===== config.mk =====
export PLATFORM = sky130hd
export DESIGN_NAME = axi_arbiter_r
export DESIGN_NICKNAME = d
export VERILOG_FILES = /design/src/rtl/axi_arbiter_r.sv
export SDC_FILE = /design/constraint.sdc
export NUM_CORES = 1
export LEC_CHECK = 0
export CORE_AREA = 2 2 39 41
export CTS_BUF_LIST = sky130_fd_sc_hd__clkbuf_4 sky130_fd_sc_hd__clkbuf_8
export CTS_CLUSTER_DIAMETER = 120
export DETAILED_ROUTE_END_ITERATION = 8
export DIE_AREA = 0 0 41 43
export HOLD_SLACK_MARGIN = 0.02
export PLACE_DENSITY = 0.77
export SYNTH_ARGS = -nofsm -noshare
export SYNTH_HDL_FRONTEND = slang
export SYNTH_SLANG_ARGS = --single-unit

===== constraint.sdc =====
create_clock -name ACLK -period 2.6 [get_ports ACLK]
set_input_delay 0.26 -clock ACLK [delete_from_list [all_inputs] [get_ports ACLK]]
set_output_delay 0.26 -clock ACLK [all_outputs]
set_load 0.05 [all_outputs]

===== src/rtl/axi_arbiter_r.sv =====
// Round-robin AXI read-channel arbiter for four masters; holds the grant from AR until the last R beat.
// Optional forced-release watchdog on stalled R data: define AXI_ARB_R_TIMEOUT_EN.
module axi_arbiter_r #(
    parameter int unsigned FIRST_PRIO     = 0,
    parameter int unsigned TIMEOUT_CYCLES = 1024
) (
    input  logic       ACLK,
    input  logic       ARESET,
    input  logic       m0_ARVALID,
    input  logic       m1_ARVALID,
    input  logic       m2_ARVALID,
    input  logic       m3_ARVALID,
    input  logic       ARREADY,
    input  logic       RVALID,
    input  logic       RREADY,
    input  logic       RLAST,
    output logic       m0_rgrnt,
    output logic       m1_rgrnt,
    output logic       m2_rgrnt,
    output logic       m3_rgrnt,
    output logic [1:0] grant_id,
    output logic       busy,
    output logic       timeout_err
);

    localparam int unsigned NUM_M  = 4;
    localparam int unsigned ID_W   = 2;
    localparam logic [ID_W-1:0] RST_LAST = ID_W'((FIRST_PRIO + 3) % NUM_M);

    typedef enum logic [1:0] {
        IDLE = 2'd0,
        ADDR = 2'd1,
        DATA = 2'd2
    } state_t;

    state_t            state_q, state_d;
    logic [NUM_M-1:0]  grant_q, grant_d;
    logic [ID_W-1:0]   id_q, id_d;
    logic [ID_W-1:0]   last_q, last_d;
    logic              busy_q, busy_d;
    logic              terr_q, terr_d;

    logic [NUM_M-1:0]  arvalid;
    logic [ID_W-1:0]   pick_base;
    logic [ID_W:0]     pick_res;
    logic              r_hs;
    logic              r_done;

    assign arvalid = {m3_ARVALID, m2_ARVALID, m1_ARVALID, m0_ARVALID};
    assign r_hs    = RVALID && RREADY;
    assign r_done  = r_hs && RLAST;

    // First requester after base, wrapping; MSB of result flags "found".
    function automatic logic [ID_W:0] pick(input logic [NUM_M-1:0] req,
                                           input logic [ID_W-1:0]  base);
        logic [ID_W:0]   res;
        logic [ID_W-1:0] idx;
        res = '0;
        for (int i = NUM_M; i >= 1; i--) begin
            idx = base + ID_W'(i);
            if (req[idx]) res = {1'b1, idx};
        end
        return res;
    endfunction

    // In DATA the completing master becomes the new round-robin base in the same edge.
    assign pick_base = (state_q == DATA) ? id_q : last_q;
    assign pick_res  = pick(arvalid, pick_base);

`ifdef AXI_ARB_R_TIMEOUT_EN
    localparam int unsigned CNT_W = $clog2(TIMEOUT_CYCLES + 1);
    logic [CNT_W-1:0] cnt_q, cnt_d;
`else
    logic unused_cfg;
    assign unused_cfg = ^TIMEOUT_CYCLES;
`endif

    always_comb begin
        state_d = state_q;
        grant_d = grant_q;
        id_d    = id_q;
        last_d  = last_q;
        busy_d  = busy_q;
        terr_d  = 1'b0;
`ifdef AXI_ARB_R_TIMEOUT_EN
        cnt_d   = cnt_q;
`endif
        case (state_q)
            IDLE: begin
                if (pick_res[ID_W]) begin
                    grant_d = NUM_M'(1) << pick_res[ID_W-1:0];
                    id_d    = pick_res[ID_W-1:0];
                    busy_d  = 1'b1;
                    state_d = ADDR;
                end
            end
            ADDR: begin
                if (arvalid[id_q] && ARREADY) begin
                    state_d = DATA;
`ifdef AXI_ARB_R_TIMEOUT_EN
                    cnt_d   = '0;
`endif
                end
            end
            DATA: begin
                if (r_done) begin
                    last_d = id_q;
                    if (pick_res[ID_W]) begin
                        grant_d = NUM_M'(1) << pick_res[ID_W-1:0];
                        id_d    = pick_res[ID_W-1:0];
                        state_d = ADDR;
                    end else begin
                        grant_d = '0;
                        busy_d  = 1'b0;
                        state_d = IDLE;
                    end
`ifdef AXI_ARB_R_TIMEOUT_EN
                end else if (cnt_q == CNT_W'(TIMEOUT_CYCLES)) begin
                    last_d  = id_q;
                    grant_d = '0;
                    busy_d  = 1'b0;
                    terr_d  = 1'b1;
                    state_d = IDLE;
                end else if (r_hs) begin
                    cnt_d = '0;
                end else begin
                    cnt_d = cnt_q + CNT_W'(1);
`endif
                end
            end
            default: begin
                grant_d = '0;
                busy_d  = 1'b0;
                state_d = IDLE;
            end
        endcase
    end

    always_ff @(posedge ACLK) begin
        if (ARESET) begin
            state_q <= IDLE;
            grant_q <= '0;
            id_q    <= '0;
            last_q  <= RST_LAST;
            busy_q  <= 1'b0;
            terr_q  <= 1'b0;
`ifdef AXI_ARB_R_TIMEOUT_EN
            cnt_q   <= '0;
`endif
        end else begin
            state_q <= state_d;
            grant_q <= grant_d;
            id_q    <= id_d;
            last_q  <= last_d;
            busy_q  <= busy_d;
            terr_q  <= terr_d;
`ifdef AXI_ARB_R_TIMEOUT_EN
            cnt_q   <= cnt_d;
`endif
        end
    end

    assign m0_rgrnt    = grant_q[0];
    assign m1_rgrnt    = grant_q[1];
    assign m2_rgrnt    = grant_q[2];
    assign m3_rgrnt    = grant_q[3];
    assign grant_id    = id_q;
    assign busy        = busy_q;
    assign timeout_err = terr_q;

endmodule

==> qor.csv <==
stage,metric,value,unit
layout,syn_to_final_growth,33.33,%
drt,drc,0,
logic_synthesis,syn_area,600.6,um2
floorplan,die_w,41,um
floorplan,initial_core_util,43.40,%
logic_synthesis,yosys.cell_types.count,30,
drt,postRouteAntennaNets,0,
setup_path,startpoint_type,flip-flop,
drt,vias,593,
global_routing,grt_pass1_wl,2194,um
power,p_sw,0.1582,mW
drt,dr.pass1.iters,4,
setup_path,path_class,flip-flop to primary output,
logic_synthesis,synth.area.mux_share,8.958,%
setup_path,worst-path-buf-inv,1,
layout,layout.cells.most_common_list,"16 x clkdlybuf4s50_1, 11 x dfxtp_1, 9 x nor2_1",
drt,routed-wl-met3,93,um
clocking,cts_tree,built,
outcome,status,finished clean,
power,power,0.4584,mW
logic_synthesis,synth_fa_ha_area_share,0,%
setup_path,slowest_stage,clkdlybuf4s50_1,
setup_path,reg2reg_depth,5,
drt,avgRoutedWirePerCell,12.52,um
sta,fmax,547.4,MHz
global_routing,grt_pass1_vias,549,
min_path,hold_path_depth,1,
clocking,post_cts_buffers,0,
clocking,cts_sinks,11,
sta,finalCritPeriodShare,70.26,%
clocking,insertion_delay,0.27,ns
power,power_density,572.4,nW/um2
setup_path,worstPathCellList,clkdlybuf4s50_1,
global_routing,overflow,0,
layout,final_nets,100,
sta,setup_tns,0,ns
logic_synthesis,synth_top_cell_area_share,36.67,%
power,p_sw_share,34.51,%
layout,drive_gt1_share,11.24,%
min_path,hold_class,flip-flop to flip-flop,
power,p_comb_share,31.5,%
setup_path,end_kind,primary output,
logic_synthesis,synth.avg_cell_area,8.580,um2
drt,route.met2.wl,619,um
logic_synthesis,ys_seq_area_share,36.67,%
logic_synthesis,synth-simple-area-share,20.21,%
logic_synthesis,synth_top_family_by_area,compound AO/OA/AOI/OAI gates,
global_routing,grt_use_total,18.38,%
logic_synthesis,synth_compound_area_share,28.54,%
placed_design,portBuffers,16,
setup_path,critPathRequiredTime,2.34,ns
drt,dr.max_layer_used,met3,
logic_synthesis,ys_top_cells_by_area,"dfxtp_1 37%, a32o_1 6.7%, nor2_1 5.6%",
setup_path,cp.depth,1,
clocking,hold_buffers,0,
drt,drt_wl_total,1315,um
power,internal-power,0.3002,mW
floorplan,core-area,1384,um2
power,vdd_drop_max,0.0002948,V
sta,rsz0062_at_grt,false,
sta,drv_slew,0,
placed_design,place_congestion,0.7991,
layout,final_common_cell,clkdlybuf4s50_1,
layout,fillers,140,
clocking,cts_resized,0,
drt,drt_iter0_markers,11,
logic_synthesis,syn_inst,70,
floorplan,io-pin-count,18,
setup_path,slowest_delay,0.85,ns
run,cap_viol_max_count,0,
power,seqPwrFrac,42.6,%
logic_synthesis,ys_ff_latch,11,
drt,drt-met1-wl,601,um
sta,finalSetupViolCount,0,
global_routing,grt_antenna_before_repair,0,
floorplan,die_h,43,um
setup_path,rrSetupSlack,0.85,ns
clocking,clkSlewWorstSetupHoldPaths,0.07,ns
clocking,clockBufferDepth,2,
setup_path,worstPathMaxFanout,7,
setup_path,critPathArrivalTime,1.57,ns
sta,hold_violations,0,
setup_path,critPathTopFamily,buffers and inverters,
drt,via_per_inst,5.648,
clocking,htreeDepth,1,
logic_synthesis,synth_warnings,0,
clocking,cts-root-buf,clkbuf_4,
logic_synthesis,synth_xor_area_share,0,%
global_routing,grt_start_max_net_pins,8,
logic_synthesis,yosysTopAreaCell,dfxtp_1,
sta,fin_crit,1.827,ns
sta,clock_skew,0.002312,ns
power,leakage,0.3036,nW
placed_design,hpwl,1009,um
floorplan,die_area,1763,um2
layout,num_antenna_cells,0,
power,p_clk_share,25.9,%
logic_synthesis,synthesis.nets,80,
floorplan,row_count,14,
clocking,cts_buffers,3,
## state kept, by name, summed over array words and instances (netlist names)
signal / count
grant_q: 4
grant_id: 2
last_q: 2
state_q: 2
busy: 1
## metal layers
layer  vias to the layer above  global-route usage (%)
met5                         -                       0
met3                         0                   9.424
met2                        16                   29.06
li1                        299                       -
met4                         0                   4.000
met1                       278                   21.31
## power by group through the flow
stage          registers, mW  clock network, mW  logic, mW
2_1_floorplan          0.233                  0     0.0610
3_3_place_gp           0.199                  0      0.143
3_5_place_dp           0.199                  0      0.144
4_1_cts                0.195              0.124      0.145
5_1_grt                0.198              0.136      0.155
6_report               0.195              0.119      0.144
## worst paths after layout
check	startpoint	to
max	grant_id[1]	grant_id[1]
min	grant_q[1]	grant_q[1]
max reg2reg	state_q[1]	grant_q[0]
min reg2reg	grant_q[1]	grant_q[1]
## through the flow
| stage | instance area [um2] | hold WS (ns) | setup WS (ns) | utilization, % | cells |
|---|---|---|---|---|---|
| floorplan | 600.6 | 0.3291 | 0.8419 | - | 70 |
| global placement | 773.2 | 0.4571 | 0.7733 | 55.88 | 101 |
| detailed placement | 773.2 | 0.4570 | 0.7323 | 55.88 | 101 |
| CTS | 800.8 | 0.4838 | 0.7691 | 57.87 | 105 |
| global route | 800.8 | 0.5042 | 0.6836 | 57.87 | 105 |
| finish | 800.8 | 0.4739 | 0.7733 | 57.87 | 105 |
## cell usage after synthesis
cell / n
dfxtp_1: 11
nor2_1: 9
inv_1: 6
nand2_1: 6
a32o_1: 4
a21oi_1: 3
nand3_1: 3
a31oi_1: 2
and2b_2: 2
mux2i_1: 2
o211ai_1: 2
o21a_1: 2
a211oi_1: 1
a21boi_0: 1
a311oi_1: 1
and2_1: 1
buf_4: 1
conb_1: 1
mux2_2: 1
mux4_2: 1
nand3b_1: 1
nor3_1: 1
nor4_1: 1
o21ai_0: 1
o221a_2: 1
o221ai_1: 1
o22a_2: 1
o22ai_1: 1
o2bb2ai_1: 1
or2b_1: 1
## kinds of logic (layout without fill, tap and decap cells)
family                 Yosys count  in the layout
AND/OR/NAND/NOR                 25             25
multiplexers                     4              4
buffers and inverters            7             26
flip-flops                      11             11
AO/OA/AOI/OAI                   22             22
other                            1              1
## area by class of cell
cell class                 instances  area [um2]  share of cell area, %
timing repair buffer              16       160.2                  20.00
inverter                           6       22.52                  2.812
clock inverter                     1       5.005                 0.6250
clock buffer                       3       22.52                  2.812
tap                               16       20.02                  2.500
sequential                        11       220.2                  27.50
multi-input combinational         52       350.3                  43.75
No activity file was read; power rests on OpenSTA's default activity.
